<file path="src/rtl/pong_match_ctrl_if.sv">
// Signal bundle between the pong match sequencer and the board/datapath side.
// The master side drives start/miss/hit; the slave side (the sequencer) drives everything else.
interface pong_match_ctrl_if;
    logic       start;
    logic       miss_left;
    logic       miss_right;
    logic       hit;
    logic       step;
    logic       engine_rst;
    logic       serve_dir;
    logic [3:0] score_left;
    logic [3:0] score_right;
    logic       game_over;
    logic [2:0] phase;

    modport master (
        output start, miss_left, miss_right, hit,
        input  step, engine_rst, serve_dir, score_left, score_right, game_over, phase
    );

    modport slave (
        input  start, miss_left, miss_right, hit,
        output step, engine_rst, serve_dir, score_left, score_right, game_over, phase
    );
endinterface

</file>
<file path="src/rtl/pong_match_ctrl.sv">
// Pong match sequencer: step prescaler, serve/point pauses, scoring and match end.
// Optional ball speedup on paddle hits is enabled by defining PONG_SPEEDUP_EN.
module pong_match_ctrl #(
    parameter int STEP_DIV    = 1000,
    parameter int SERVE_STEPS = 8,
    parameter int POINT_STEPS = 16,
    parameter int WIN_SCORE   = 7
) (
    input  logic              clk,
    input  logic              rst_n,
    pong_match_ctrl_if.slave  bus
);

    localparam int CW     = $clog2(STEP_DIV + 1);
    localparam int PMAX   = (SERVE_STEPS > POINT_STEPS) ? SERVE_STEPS : POINT_STEPS;
    localparam int PW     = $clog2(PMAX + 1);
    localparam logic [CW-1:0] PERIOD_RST = CW'(STEP_DIV);
    localparam logic [PW-1:0] SERVE_LAST = PW'(SERVE_STEPS - 1);
    localparam logic [PW-1:0] POINT_LAST = PW'(POINT_STEPS - 1);
    localparam logic [3:0]    WIN        = 4'(WIN_SCORE);

    typedef enum logic [2:0] {
        ST_IDLE      = 3'd0,
        ST_SERVE     = 3'd1,
        ST_PLAY      = 3'd2,
        ST_POINT     = 3'd3,
        ST_GAME_OVER = 3'd4
    } state_t;

    state_t        state_q, state_d;
    logic [CW-1:0] div_cnt_q, div_cnt_d;
    logic [CW-1:0] period_q, period_d;
    logic [PW-1:0] pause_cnt_q, pause_cnt_d;
    logic [3:0]    score_l_q, score_l_d;
    logic [3:0]    score_r_q, score_r_d;
    logic          serve_dir_q, serve_dir_d;
    logic          step_q, step_d;
    logic          engine_rst_q, engine_rst_d;
    logic          game_over_q, game_over_d;
    logic          tick;

    // >= rather than == so a period that shrinks below the running count still wraps.
    assign tick = (div_cnt_q >= (period_q - CW'(1)));

`ifndef PONG_SPEEDUP_EN
    logic unused_hit;
    assign unused_hit = bus.hit;
`endif

    always_comb begin
        state_d     = state_q;
        div_cnt_d   = tick ? '0 : div_cnt_q + CW'(1);
        period_d    = period_q;
        pause_cnt_d = pause_cnt_q;
        score_l_d   = score_l_q;
        score_r_d   = score_r_q;
        serve_dir_d = serve_dir_q;
        step_d      = 1'b0;

        case (state_q)
            ST_IDLE: begin
                if (bus.start) state_d = ST_SERVE;
            end
            ST_SERVE: begin
                if (tick) begin
                    if (pause_cnt_q == SERVE_LAST) state_d = ST_PLAY;
                    else pause_cnt_d = pause_cnt_q + PW'(1);
                end
            end
            ST_PLAY: begin
                // A miss (including a draw) pre-empts any step in the same cycle.
                if (bus.miss_left && bus.miss_right) begin
                    state_d = ST_POINT;
                end else if (bus.miss_left) begin
                    if (score_r_q < WIN) score_r_d = score_r_q + 4'd1;
                    serve_dir_d = 1'b0;
                    state_d     = ST_POINT;
                end else if (bus.miss_right) begin
                    if (score_l_q < WIN) score_l_d = score_l_q + 4'd1;
                    serve_dir_d = 1'b1;
                    state_d     = ST_POINT;
                end else begin
                    step_d = tick;
                end
`ifdef PONG_SPEEDUP_EN
                if (bus.hit) begin
                    if (period_q >= CW'(STEP_DIV >> 2) + CW'(STEP_DIV >> 3))
                        period_d = period_q - CW'(STEP_DIV >> 3);
                    else
                        period_d = CW'(STEP_DIV >> 2);
                end
`endif
            end
            ST_POINT: begin
                if (tick) begin
                    if (pause_cnt_q == POINT_LAST) begin
                        if (score_l_q == WIN || score_r_q == WIN) state_d = ST_GAME_OVER;
                        else state_d = ST_SERVE;
                    end else begin
                        pause_cnt_d = pause_cnt_q + PW'(1);
                    end
                end
            end
            ST_GAME_OVER: begin
                if (bus.start) begin
                    score_l_d = '0;
                    score_r_d = '0;
                    state_d   = ST_SERVE;
                end
            end
            default: state_d = ST_IDLE;
        endcase

        if (state_d != state_q) pause_cnt_d = '0;
        if (state_d == ST_SERVE && state_q != ST_SERVE) period_d = PERIOD_RST;

        engine_rst_d = (state_d != ST_PLAY);
        game_over_d  = (state_d == ST_GAME_OVER);
    end

    always_ff @(posedge clk or negedge rst_n) begin
        if (!rst_n) begin
            state_q      <= ST_IDLE;
            div_cnt_q    <= '0;
            period_q     <= PERIOD_RST;
            pause_cnt_q  <= '0;
            score_l_q    <= '0;
            score_r_q    <= '0;
            serve_dir_q  <= 1'b0;
            step_q       <= 1'b0;
            engine_rst_q <= 1'b1;
            game_over_q  <= 1'b0;
        end else begin
            state_q      <= state_d;
            div_cnt_q    <= div_cnt_d;
            period_q     <= period_d;
            pause_cnt_q  <= pause_cnt_d;
            score_l_q    <= score_l_d;
            score_r_q    <= score_r_d;
            serve_dir_q  <= serve_dir_d;
            step_q       <= step_d;
            engine_rst_q <= engine_rst_d;
            game_over_q  <= game_over_d;
        end
    end

    assign bus.step        = step_q;
    assign bus.engine_rst  = engine_rst_q;
    assign bus.serve_dir   = serve_dir_q;
    assign bus.score_left  = score_l_q;
    assign bus.score_right = score_r_q;
    assign bus.game_over   = game_over_q;
    assign bus.phase       = state_q;

endmodule

</file>
<file path="src/flat_wrapper.sv">
// flat-port wrapper written by rule: the top's interface ports become plain ports
module pong_match_ctrl_flat 
#(
    parameter int STEP_DIV    = 1000,
    parameter int SERVE_STEPS = 8,
    parameter int POINT_STEPS = 16,
    parameter int WIN_SCORE   = 7
)
  (clk, rst_n, bus_start, bus_miss_left, bus_miss_right, bus_hit, bus_step, bus_engine_rst, bus_serve_dir, bus_score_left, bus_score_right, bus_game_over, bus_phase);
  pong_match_ctrl_if bus_i ();
  input  logic clk;
  input  logic rst_n;
  input wire logic [$bits(bus_i.start)-1:0] bus_start;
  input wire logic [$bits(bus_i.miss_left)-1:0] bus_miss_left;
  input wire logic [$bits(bus_i.miss_right)-1:0] bus_miss_right;
  input wire logic [$bits(bus_i.hit)-1:0] bus_hit;
  output wire logic [$bits(bus_i.step)-1:0] bus_step;
  output wire logic [$bits(bus_i.engine_rst)-1:0] bus_engine_rst;
  output wire logic [$bits(bus_i.serve_dir)-1:0] bus_serve_dir;
  output wire logic [$bits(bus_i.score_left)-1:0] bus_score_left;
  output wire logic [$bits(bus_i.score_right)-1:0] bus_score_right;
  output wire logic [$bits(bus_i.game_over)-1:0] bus_game_over;
  output wire logic [$bits(bus_i.phase)-1:0] bus_phase;
  assign bus_i.start = bus_start;
  assign bus_i.miss_left = bus_miss_left;
  assign bus_i.miss_right = bus_miss_right;
  assign bus_i.hit = bus_hit;
  assign bus_step = bus_i.step;
  assign bus_engine_rst = bus_i.engine_rst;
  assign bus_serve_dir = bus_i.serve_dir;
  assign bus_score_left = bus_i.score_left;
  assign bus_score_right = bus_i.score_right;
  assign bus_game_over = bus_i.game_over;
  assign bus_phase = bus_i.phase;
  pong_match_ctrl #(.STEP_DIV(STEP_DIV), .SERVE_STEPS(SERVE_STEPS), .POINT_STEPS(POINT_STEPS), .WIN_SCORE(WIN_SCORE)) u_core (.clk(clk), .rst_n(rst_n), .bus(bus_i));
endmodule
</file>
<file path="config.mk">
export PLATFORM = sky130hd
export DESIGN_NAME = pong_match_ctrl_flat
export DESIGN_NICKNAME = d
export VERILOG_FILES = /design/src/rtl/pong_match_ctrl_if.sv /design/src/rtl/pong_match_ctrl.sv /design/src/flat_wrapper.sv
export SDC_FILE = /design/constraint.sdc
export NUM_CORES = 1
export LEC_CHECK = 0
export BUFFER_PORTS_ARGS = -buffer_cell sky130_fd_sc_hd__buf_2
export CORE_MARGIN = 3
export CORE_UTILIZATION = 45
export CTS_CLUSTER_SIZE = 24
export DETAILED_ROUTE_END_ITERATION = 8
export GPL_ROUTABILITY_DRIVEN = 0
export GPL_TIMING_DRIVEN = 0
export PLACE_DENSITY_LB_ADDON = 0.05
export SLEW_MARGIN = 20
export SYNTH_ARGS = -nofsm -noshare
export SYNTH_HDL_FRONTEND = slang
export SYNTH_SLANG_ARGS = --single-unit
</file>
<file path="constraint.sdc">
create_clock -name clk -period 3.9 [get_ports clk]
set_clock_uncertainty 0.2 [all_clocks]
set_input_delay 0.78 -clock clk [delete_from_list [all_inputs] [get_ports clk]]
set_output_delay 0.78 -clock clk [all_outputs]
set_load 0.005 [all_outputs]
</file>
==> run_results.csv, run 1 <==
group,metric,value,unit
status,outcome,"complete, no violations",
grt,grtUsageTotal,18.3,%
setup_path,r2r_slack,1350,ps
final_layout,antennaDiodeCount,0,
routing,dr.pass1.iters,4,
clocking,cts_resized,0,
timing,slew_violations,0,
place,dpl.cell_count,229,
timing,fin_crit_sh,65.5,%
place,place_area,1810,um^2
yosys,ys_ff_latch,30,
worst_hold_path,min_from,"u_core.bus.serve_dir$_DFFE_PN0P_",
routing,vias,1325,
worst_hold_path,hold_class,"reg2reg",
floorplanning,die_x,66.7,um
grt,antenna_found_initial,0,
worst_hold_path,whs_path_depth,2,
grt,grt_max_degree,31,
floorplanning,coreArea,3440,um^2
routing,drt_iter0_drc,101,
yosys,ys_async_sr_fraction,100,%
clocking,clk_pin_slew,60,ps
yosys,post-synth-top-area-cell,"dfrtp_1",
grt,grt_pass1_wl,6040,um
worst_hold_path,min_to,"u_core.bus.serve_dir$_DFFE_PN0P_",
final_layout,nNetsFinal,202,
clocking,cts_buffer_depth,2,
setup_path,crit_type,"reg2reg",
timing,finalSetupViolations,0,
final_layout,drive_above_1_share,23.0,%
grt,overflow,0,
power_and_ir_drop,p_per_area,304,nW/um^2
setup_path,slowest_stage,"or4_4",
yosys,ys_top_cells_by_area,"dfrtp_1 (44%), ha_1 (4.5%), o21ai_0 (3.6%), nor2_1 (3.4%), nand2_1 (3.2%)",
final_layout,syn_to_final_growth,14.6,%
yosys,yosys_warnings,0,
clocking,cts-root-buf,"clkbuf_8",
setup_path,worstReg2RegStart,"u_core.pause_cnt_q[0]$_DFFE_PN0P_",
floorplanning,start_util,48.2,%
timing,tightest_slew,823,ps
timing,slew_headroom,44.6,%
routing,finalWirelength,3350,um
setup_path,critPathMaxStageDelay,490,ps
clocking,clock_latency,280,ps
timing,min_period,2550,ps
yosys,synth.distinct_cells,46,
timing,rsz0062_at_grt,"false",
floorplanning,die_y,66.7,um
routing,wl_per_cell,14.1,um
power_and_ir_drop,p_switching,121,uW
flow_run,cap_viol_max_count,0,
yosys,synth_nets,176,
clocking,cts_sinks,30,
power_and_ir_drop,sw_frac_of_total,20.9,%
final_layout,stdcell_count,237,
setup_path,rr_worst_depth,7,
power_and_ir_drop,pwr-share-clk,43.9,%
power_and_ir_drop,p_int,458,uW
clocking,cts.htree.levels,2,
clocking,cts_tree,"done",
setup_path,crit_required,3900,ps
setup_path,cp_max_fo,10,
clocking,holdBufCountCts,0,
power_and_ir_drop,pwr-share-seq,53.8,%
clocking,cts_setup_buffers,0,
place,portBuffers,19,
setup_path,critical_path_arrival,2550,ps
floorplanning,rows,21,
power_and_ir_drop,power_frac_comb,2.3,%
floorplanning,boundaryPins,21,
setup_path,rr_endpoint,"u_core.pause_cnt_q[3]$_DFFE_PN0P_",
yosys,synth_seq_area_share,45.3,%
routing,viasPerCell,5.59,
yosys,synth_area,1660,um^2
timing,fmax,0.392,GHz
yosys,synth_cells,164,
setup_path,path_delay_family,"simple AND/OR/NAND/NOR gates",
power_and_ir_drop,p_leak,0.000839,uW
timing,setup_tns,0,ps
place,place.detailed.hpwl,2400,um
yosys,synth_top_area_share,43.7,%
setup_path,worst-path-buf-inv,0,
timing,hold_violations,0,
setup_path,cp-end-kind,"register",
routing,drc,0,
clocking,numCtsBuffers,5,
setup_path,start_kind,"register",
setup_path,worstPathCellList,"ha_1 > and3_1 > ha_1 > and2_1 > a211o_4 > or4_4 > a211oi_2",
yosys,synth-edff-count,0,
final_layout,finish.instance_area,1900,um^2
setup_path,cp_common_cell,"ha_1",
power_and_ir_drop,vdd_drop_max,181,uV
yosys,yosys_most_used_dff,"dfrtp_1",
floorplanning,dieArea,4450,um^2
yosys,syn_area_per_cell,10.1,um^2
routing,ant_nets,0,
grt,grt_pass1_vias,1341,
## metal layers
| metal | track usage (%) | part of all wire [%] | vias to the layer above |
|---|---|---|---|
| met3 | 5.90 | 5.1 | 6 |
| met1 | 21.1 | 43 | 643 |
| met2 | 30.8 | 50 | 29 |
| met4 | 7.61 | 1.8 | 0 |
| met5 | 0 | 0 | - |
| li1 | - | - | 647 |
## layout by cell type (no fill, tap or decap), types with 2 or more instances in the layout
cell type   n
nor2_1     15
and3_1      2
a211oi_1    4
nand3_1     9
xor2_1      2
o31ai_1     2
clkbuf_8    6
o32ai_1     2
dfrtp_1    29
or3_2       3
o21ai_0    12
a41oi_1     2
and2_1      3
and3b_1     3
mux2i_1     2
a21oi_1     7
xnor2_1     4
buf_4       2
clkbuf_1    4
a211o_1     2
nand2_1    14
buf_6       2
buf_2      19
nor3_1      3
inv_1      10
ha_1        6
## sequential cells by signal, summed over array words and instances, names as in the netlist
name	cells
u_core.bus.engine_rst	1
u_core.bus.game_over	1
u_core.bus.phase	3
u_core.bus.score_left	4
u_core.bus.score_right	4
u_core.bus.serve_dir	1
u_core.bus.step	1
u_core.div_cnt_q	10
u_core.pause_cnt_q	5
## worst reg2reg max path, stage by stage, from the launching register on
cell and delay, ps:
dfrtp_1 410, ha_1 230, and3_1 190, ha_1 240, and2_1 190, a211o_4 310
or4_4 490, a211oi_2 210
## per-stage QoR
step	utilization [%]	worst slack, ps	hold WS (ps)	power, uW
3_5_place_dp	52.7	1350	267	331
3_3_place_gp	52.7	1380	256	330
2_1_floorplan	-	1510	253	321
6_report	55.3	1350	269	579
5_1_grt	55.3	1230	310	608
4_1_cts	55.3	1350	280	589
## power groups by stage
| stage | clock network [uW] | registers [uW] | logic [uW] |
|---|---|---|---|
| after global routing | 281 | 311 | 15.6 |
| after floorplan | 0 | 317 | 3.64 |
| after CTS | 264 | 311 | 13.9 |
| after global placement | 0 | 317 | 13.2 |
| final | 254 | 311 | 13.4 |
| after detailed placement | 0 | 317 | 13.9 |
## cell usage after synthesis (all sizes together), types with 2 or more instances
library cell  number
ha                 6
o32ai              2
o31ai              3
and3b              3
o21ai             12
nand3             10
a211o              3
or3                4
xor2               2
and2               3
inv               11
a21oi              7
or4                2
mux2i              2
clkbuf             2
nor3               3
a41oi              2
buf                4
a211oi             5
dfrtp             29
nand2             14
nor2              15
and3               2
xnor2              4
## final cells by class
type	count	area (um^2)
Timing Repair Buffer	19	95.1
Multi-Input combinational cell	117	822
Sequential cell	30	752
Tap cell	46	57.6
Inverter	11	41.3
Buffer	6	45.0
Clock buffer	8	90.1
Fill cell	313	1540
## cells by family after synthesis
kind of cell             share of synthesized area (%)
AO/OA/AOI/OAI                                     18.2
XOR/XNOR                                          3.17
adder cells (fa/ha/maj)                           4.52
buffers and inverters                             5.20
flip-flops                                        45.3
multiplexers                                      1.21
AND/OR/NAND/NOR                                   22.4
## how the worst max path moves through the flow
stage	slack [ps]	depth (start not counted)	from	end
floorplan	1510	7	u_core.pause_cnt_q[0]$_DFFE_PN0P_	u_core.pause_cnt_q[3]$_DFFE_PN0P_
finish	1350	7	u_core.pause_cnt_q[0]$_DFFE_PN0P_	u_core.pause_cnt_q[3]$_DFFE_PN0P_
global route	1230	7	u_core.pause_cnt_q[0]$_DFFE_PN0P_	u_core.pause_cnt_q[1]$_DFFE_PN0P_
CTS	1350	7	u_core.pause_cnt_q[0]$_DFFE_PN0P_	u_core.pause_cnt_q[3]$_DFFE_PN0P_
detailed placement	1350	6	bus_miss_left	u_core.bus.score_right[3]$_DFFE_PN0P_
global placement	1380	6	bus_miss_right	u_core.bus.score_right[3]$_DFFE_PN0P_
No activity file was read; power rests on OpenSTA's default activity.
==> run 2, diff against run 1 <==
- ABC_AREA: unset -> 1
- clock period: 3.9 -> 2.15 ns (I/O delays scaled with it)
==> run 2 against run 1 <==
Effect of this change: the run now ends with hold timing left; die area is 1.4% higher; utilization is 1.1 points higher; sequential share of layout area down 1.1 points; design area increased by 2.8%.
==> run_results.csv, run 2 <==
group,metric,value,unit
status,outcome,"finished, violations left",
status,violations,"hold timing",
routing,ant_nets,0,
final_layout,layout_common_cells,"nand2_1 (47), nor2_1 (29), inv_1 (29), dfrtp_1 (29), buf_2 (19)",
setup_path,cp_max_fo,6,
timing,finalSetupViolations,0,
yosys,syn_area_per_cell,8.10,um^2
floorplanning,die_y,67.2,um
yosys,ys_async_sr_fraction,100,%
power_and_ir_drop,vdd_drop_max,392,uV
yosys,ys_top_cells_by_count,"nand2_1 (48), inv_1 (30), dfrtp_1 (29), nor2_1 (29), nand3_1 (11)",
routing,finalWirelength,3300,um
timing,min_period,2000,ps
timing,fin_crit_sh,92.8,%
final_layout,fillers,349,
yosys,yosys_most_used_dff,"dfrtp_1",
grt,grtUsageTotal,18.4,%
floorplanning,rows,21,
yosys,synth_area,1690,um^2
timing,whs,-14.0,ps
grt,grt_pass1_vias,1422,
final_layout,largest_register_ff_count,10,
clocking,clock_latency,280,ps
yosys,synth_nets,220,
grt,antenna_found_initial,0,
grt,overflow,0,
routing,drc,0,
place,portBuffers,19,
yosys,synth_compound_area_share,10.3,%
timing,rsz0062_at_grt,"false",
yosys,post-synth-top-area-cell,"dfrtp_1",
timing,slew_headroom,54.9,%
clocking,cts_tree,"done",
timing,setup_tns,0,ps
timing,hold_violations,29,
routing,viasPerCell,4.89,
final_layout,syn_to_final_growth,16.1,%
floorplanning,coreArea,3470,um^2
place,place.detailed.hpwl,2580,um
clocking,cts_sinks,30,
yosys,synth_seq_area_share,44.6,%
setup_path,cp-end-kind,"register",
yosys,yosysMostFrequentCell,"nand2_1",
timing,slew_violations,0,
setup_path,crit_required,2150,ps
final_layout,finish.instance_area,1960,um^2
power_and_ir_drop,p_per_area,597,nW/um^2
worst_hold_path,hold_class,"in2async",
yosys,synth_cells,208,
clocking,cts.htree.levels,2,
grt,grt_pass1_wl,6150,um
setup_path,critical_path_arrival,2000,ps
clocking,numCtsBuffers,5,
floorplanning,dieArea,4520,um^2
yosys,synthMuxAreaShare,0,%
setup_path,crit_type,"reg2reg",
timing,tightest_slew,676,ps
final_layout,mostFrequentLayoutCell,"nand2_1",
final_layout,drive_above_1_share,21.6,%
final_layout,top_regs,"u_core.div_cnt_q: 10 flops, u_core.pause_cnt_q: 5 flops",
yosys,synth_top_area_share,43.1,%
yosys,synthAdderAreaFrac,4.45,%
routing,wl_per_cell,11.7,um
clocking,clk_pin_slew,60,ps
yosys,synth.distinct_cells,32,
power_and_ir_drop,power,1170,uW
timing,fmax,0.501,GHz
routing,drt_iter0_drc,35,
setup_path,r2r_slack,150,ps
final_layout,antennaDiodeCount,0,
yosys,synth_top_family_by_area,"simple AND/OR/NAND/NOR gates",
floorplanning,die_x,67.2,um
floorplanning,start_util,48.6,%
yosys,synthSimpleGateAreaFrac,31.1,%
clocking,cts_buffer_depth,2,
yosys,yosys_warnings,0,
yosys,ys_top_cells_by_area,"dfrtp_1 (43%), nand2_1 (11%), inv_1 (6.7%), nor2_1 (6.5%), ha_1 (4.5%)",
yosys,synth-edff-count,0,
power_and_ir_drop,p_leak,0.00106,uW
final_layout,top_register,"u_core.div_cnt_q",
yosys,ys_ff_latch,30,
yosys,synth-xor-area-share,2.08,%
clocking,cts-root-buf,"clkbuf_8",
floorplanning,boundaryPins,21,
routing,vias,1379,
clocking,holdBufCountCts,0,
flow_run,cap_viol_max_count,0,
final_layout,nNetsFinal,247,
setup_path,start_kind,"register",
place,place_area,1840,um^2
grt,grt_max_degree,31,
routing,dr.pass1.iters,4,
==> run 2: final timing paths <==
kind,from,to,depth (start not counted)
worst min-delay path,rst_n,u_core.div_cnt_q[7]$_DFF_PN0_,1
worst max register to register,u_core.pause_cnt_q[0]$_DFFE_PN0P_,u_core.pause_cnt_q[2]$_DFFE_PN0P_,11
worst min register to register,u_core.div_cnt_q[8]$_DFF_PN0_,u_core.div_cnt_q[8]$_DFF_PN0_,1
max in group asynchronous,rst_n,u_core.bus.phase[0]$_DFF_PN0_,1
min in group clk,bus_miss_right,u_core.bus.step$_DFF_PN0_,2
worst max-delay path,u_core.pause_cnt_q[0]$_DFFE_PN0P_,u_core.pause_cnt_q[2]$_DFFE_PN0P_,11
==> run 2: cell families (layout without fill, tap and decap cells) <==
group,count (synthesis),count (layout)
xor gates and xnor gates,4,4
buffers and inverters,33,61
DFF,30,30
AOI/OAI and AO/OA,25,25
and+or+nand+nor,110,110
adders and majority gates,6,6
==> run 2: metrics by stage <==
stage / utilization [%] / setup WS [ps] / hold slack (ps) / std cells
4_1_cts: 56.1 / 67.1 / 7.13 / 281
6_report: 56.4 / 154 / -14.0 / 282
3_5_place_dp: 53.0 / 93.4 / 264 / 273
2_1_floorplan: - / 289 / -65.6 / 208
3_3_place_gp: 53.0 / 148 / 254 / 273
5_1_grt: 56.4 / 3.77 / 20.9 / 282
==> run 2: cell type report <==
cell class                      count  area [um^2]  share of cell area [%]
Timing Repair Buffer               20          103                    5.24
Multi-Input combinational cell    145          811                    41.4
Clock buffer                        5         68.8                    3.52
Inverter                           33          125                    6.39
Sequential cell                    30          752                    38.4
Tap cell                           46         57.6                    2.94
Clock inverter                      3         40.0                    2.05
==> run 2: what timing repair did <==
action / CTS / global route
resized for setup: 0 / 2
setup endpoints to repair: 0 / 4
buffers inserted: 0 / 1
==> run 2: critical path, stage by stage, from the launching register on <==
cell,delay [ps]
dfrtp_1,400
ha_1,240
nand2_2,100
nor2_1,50
ha_1,220
inv_2,70
nand2_1,80
o21ai_4,170
nand2_4,100
o21ai_2,110
nand2_1,60
nor2_1,120
==> run 2: power breakdown <==
part / switching [uW] / internal [uW] / total (uW)
logic: 36.5 / 13.3 / 49.8
clock network: 208 / 340 / 549
registers: 2.78 / 566 / 569
==> run 2: metal layers <==
layer	track usage, %	up-vias	routed length (um)
met5	0	-	0
met4	6.84	0	59
met3	5.99	6	135
met2	30.7	17	1610
met1	22.0	631	1500
li1	-	725	-
==> run 3, diff against run 2 <==
- CORE_UTILIZATION: 45 -> 51
==> run 3 against run 2 <==
Effect of this change: the run now ends clean; clock power shrank 20%; global-route usage increased by 0.37 points; count of clock-buffer cells in the layout did not move.
==> run_results.csv, run 3 (same netlist as run 2, synthesis figures left out) <==
group,metric,value,unit
final_layout,drive_above_1_share,21.5,%
timing,setup_tns,0,ps
final_layout,fillers,294,
routing,drc,0,
status,outcome,"complete, no violations",
power_and_ir_drop,power,1060,uW
routing,finalWirelength,3280,um
place,place.detailed.hpwl,2480,um
grt,antenna_found_initial,0,
power_and_ir_drop,vdd_drop_max,440,uV
setup_path,crit_required,2220,ps
routing,drt_iter0_drc,40,
grt,grt_pass1_wl,5870,um
timing,whs,92.1,ps
place,dp_slack,115,ps
setup_path,critical_path_arrival,2050,ps
final_layout,nNetsFinal,248,
setup_path,cp_max_fo,6,
clocking,numCtsBuffers,5,
floorplanning,rows,20,
setup_path,cp-end-kind,"register",
worst_hold_path,hold_class,"in2reg",
timing,tightest_slew,683,ps
setup_path,crit_type,"reg2reg",
final_layout,syn_to_final_growth,14.8,%
final_layout,top_register,"u_core.div_cnt_q",
final_layout,antennaDiodeCount,0,
clocking,cts-root-buf,"clkbuf_4",
timing,worst_slack,173,ps
clocking,clk_pin_slew,100,ps
timing,hold_violations,0,
power_and_ir_drop,p_leak,0.00105,uW
routing,dr.pass1.iters,4,
final_layout,mostFrequentLayoutCell,"nand2_1",
flow_run,cap_viol_max_count,0,
routing,vias,1375,
timing,fin_crit_sh,92.0,%
timing,slew_violations,0,
floorplanning,boundaryPins,21,
timing,fmax,0.506,GHz
final_layout,top_regs,"u_core.div_cnt_q: 10 flops, u_core.pause_cnt_q: 5 flops",
routing,viasPerCell,4.89,
place,dpl.cell_count,271,
clocking,cts_tree,"done",
grt,overflow,0,
grt,grtUsageTotal,18.7,%
timing,finalSetupViolations,0,
timing,slew_headroom,54.5,%
floorplanning,die_y,63.5,um
floorplanning,coreArea,3100,um^2
routing,ant_nets,0,
power_and_ir_drop,p_per_area,547,nW/um^2
clocking,clock_latency,330,ps
final_layout,stdcell_count,281,
grt,grt_pass1_vias,1345,
timing,rsz0062_at_grt,"false",
setup_path,start_kind,"register",
timing,min_period,1980,ps
floorplanning,start_util,54.3,%
floorplanning,dieArea,4030,um^2
final_layout,layout_common_cells,"nand2_1 (47), inv_1 (30), nor2_1 (29), dfrtp_1 (29), buf_2 (19)",
routing,wl_per_cell,11.7,um
clocking,cts_buffer_depth,2,
final_layout,largest_register_ff_count,10,
clocking,cts.htree.levels,2,
place,portBuffers,19,
grt,grt_max_degree,31,
clocking,cts_sinks,30,
floorplanning,die_x,63.5,um
## run 3: power breakdown
group | internal (uW) | total [uW] | switching [uW] | leakage, uW
sequential | 565 | 568 | 2.73 | 0.000371
combinational | 14.4 | 51.8 | 37.4 | 0.000636
clock | 241 | 438 | 197 | 0.0000450
total | 821 | 1060 | 238 | 0.00105
## run 3: layout make-up
type                       count  area [um^2]  area share, %
sequential                    30          752           38.8
clock buffer                   5         37.5           1.94
clock inverter                 3         40.0           2.07
timing repair buffer          21          113           5.82
tap                           44         55.1           2.84
inverter                      33          125           6.46
multi-input combinational    145          813           42.0
## run 3: stage by stage
| step | utilization (%) | area, um^2 |
|---|---|---|
| global route | 62.4 | 1940 |
| floorplan | - | 1690 |
| finish | 62.4 | 1940 |
| CTS | 62.0 | 1920 |
| global placement | 59.2 | 1840 |
| detailed placement | 59.2 | 1840 |
## run 3: worst paths after layout
kind | from | to | slack [ps] | depth (start not counted)
min | bus_miss_right | u_core.bus.step$_DFF_PN0_ | 90 | 2
min reg2reg | u_core.div_cnt_q[8]$_DFF_PN0_ | u_core.div_cnt_q[8]$_DFF_PN0_ | 270 | 1
max reg2reg | u_core.pause_cnt_q[0]$_DFFE_PN0P_ | u_core.pause_cnt_q[1]$_DFFE_PN0P_ | 170 | 13
min in group asynchronous | rst_n | u_core.div_cnt_q[7]$_DFF_PN0_ | 460 | 2
max | u_core.pause_cnt_q[0]$_DFFE_PN0P_ | u_core.pause_cnt_q[1]$_DFFE_PN0P_ | 170 | 13
max in group asynchronous | rst_n | u_core.bus.score_left[2]$_DFFE_PN0P_ | 840 | 2
## run 3: worst max-delay path, stage by stage, from the launching register on
cell      delay [ps]
dfrtp_1          410
ha_2             210
nand2_2           80
nor2_1            40
ha_1             220
inv_1            100
nand2_1          100
o21ai_4          170
nand2_4          100
clkinv_2          60
nand2_1           40
nand2_1           50
inv_1             40
nor2_1            90
## run 3: layer usage
metal,vias to the layer above,GRT usage (%),routed length (um)
met5,-,0,0
met4,0,7.28,60
met3,6,5.35,134
met2,23,31.7,1580
met1,622,22.3,1500
li1,724,-,-
## run 3: what timing repair did
item,CTS,global route
endpoints found under the hold margin,29,0
hold buffers,1,0
endpoints found under the setup margin,0,4
gates resized for setup,0,2
buffers inserted,0,1
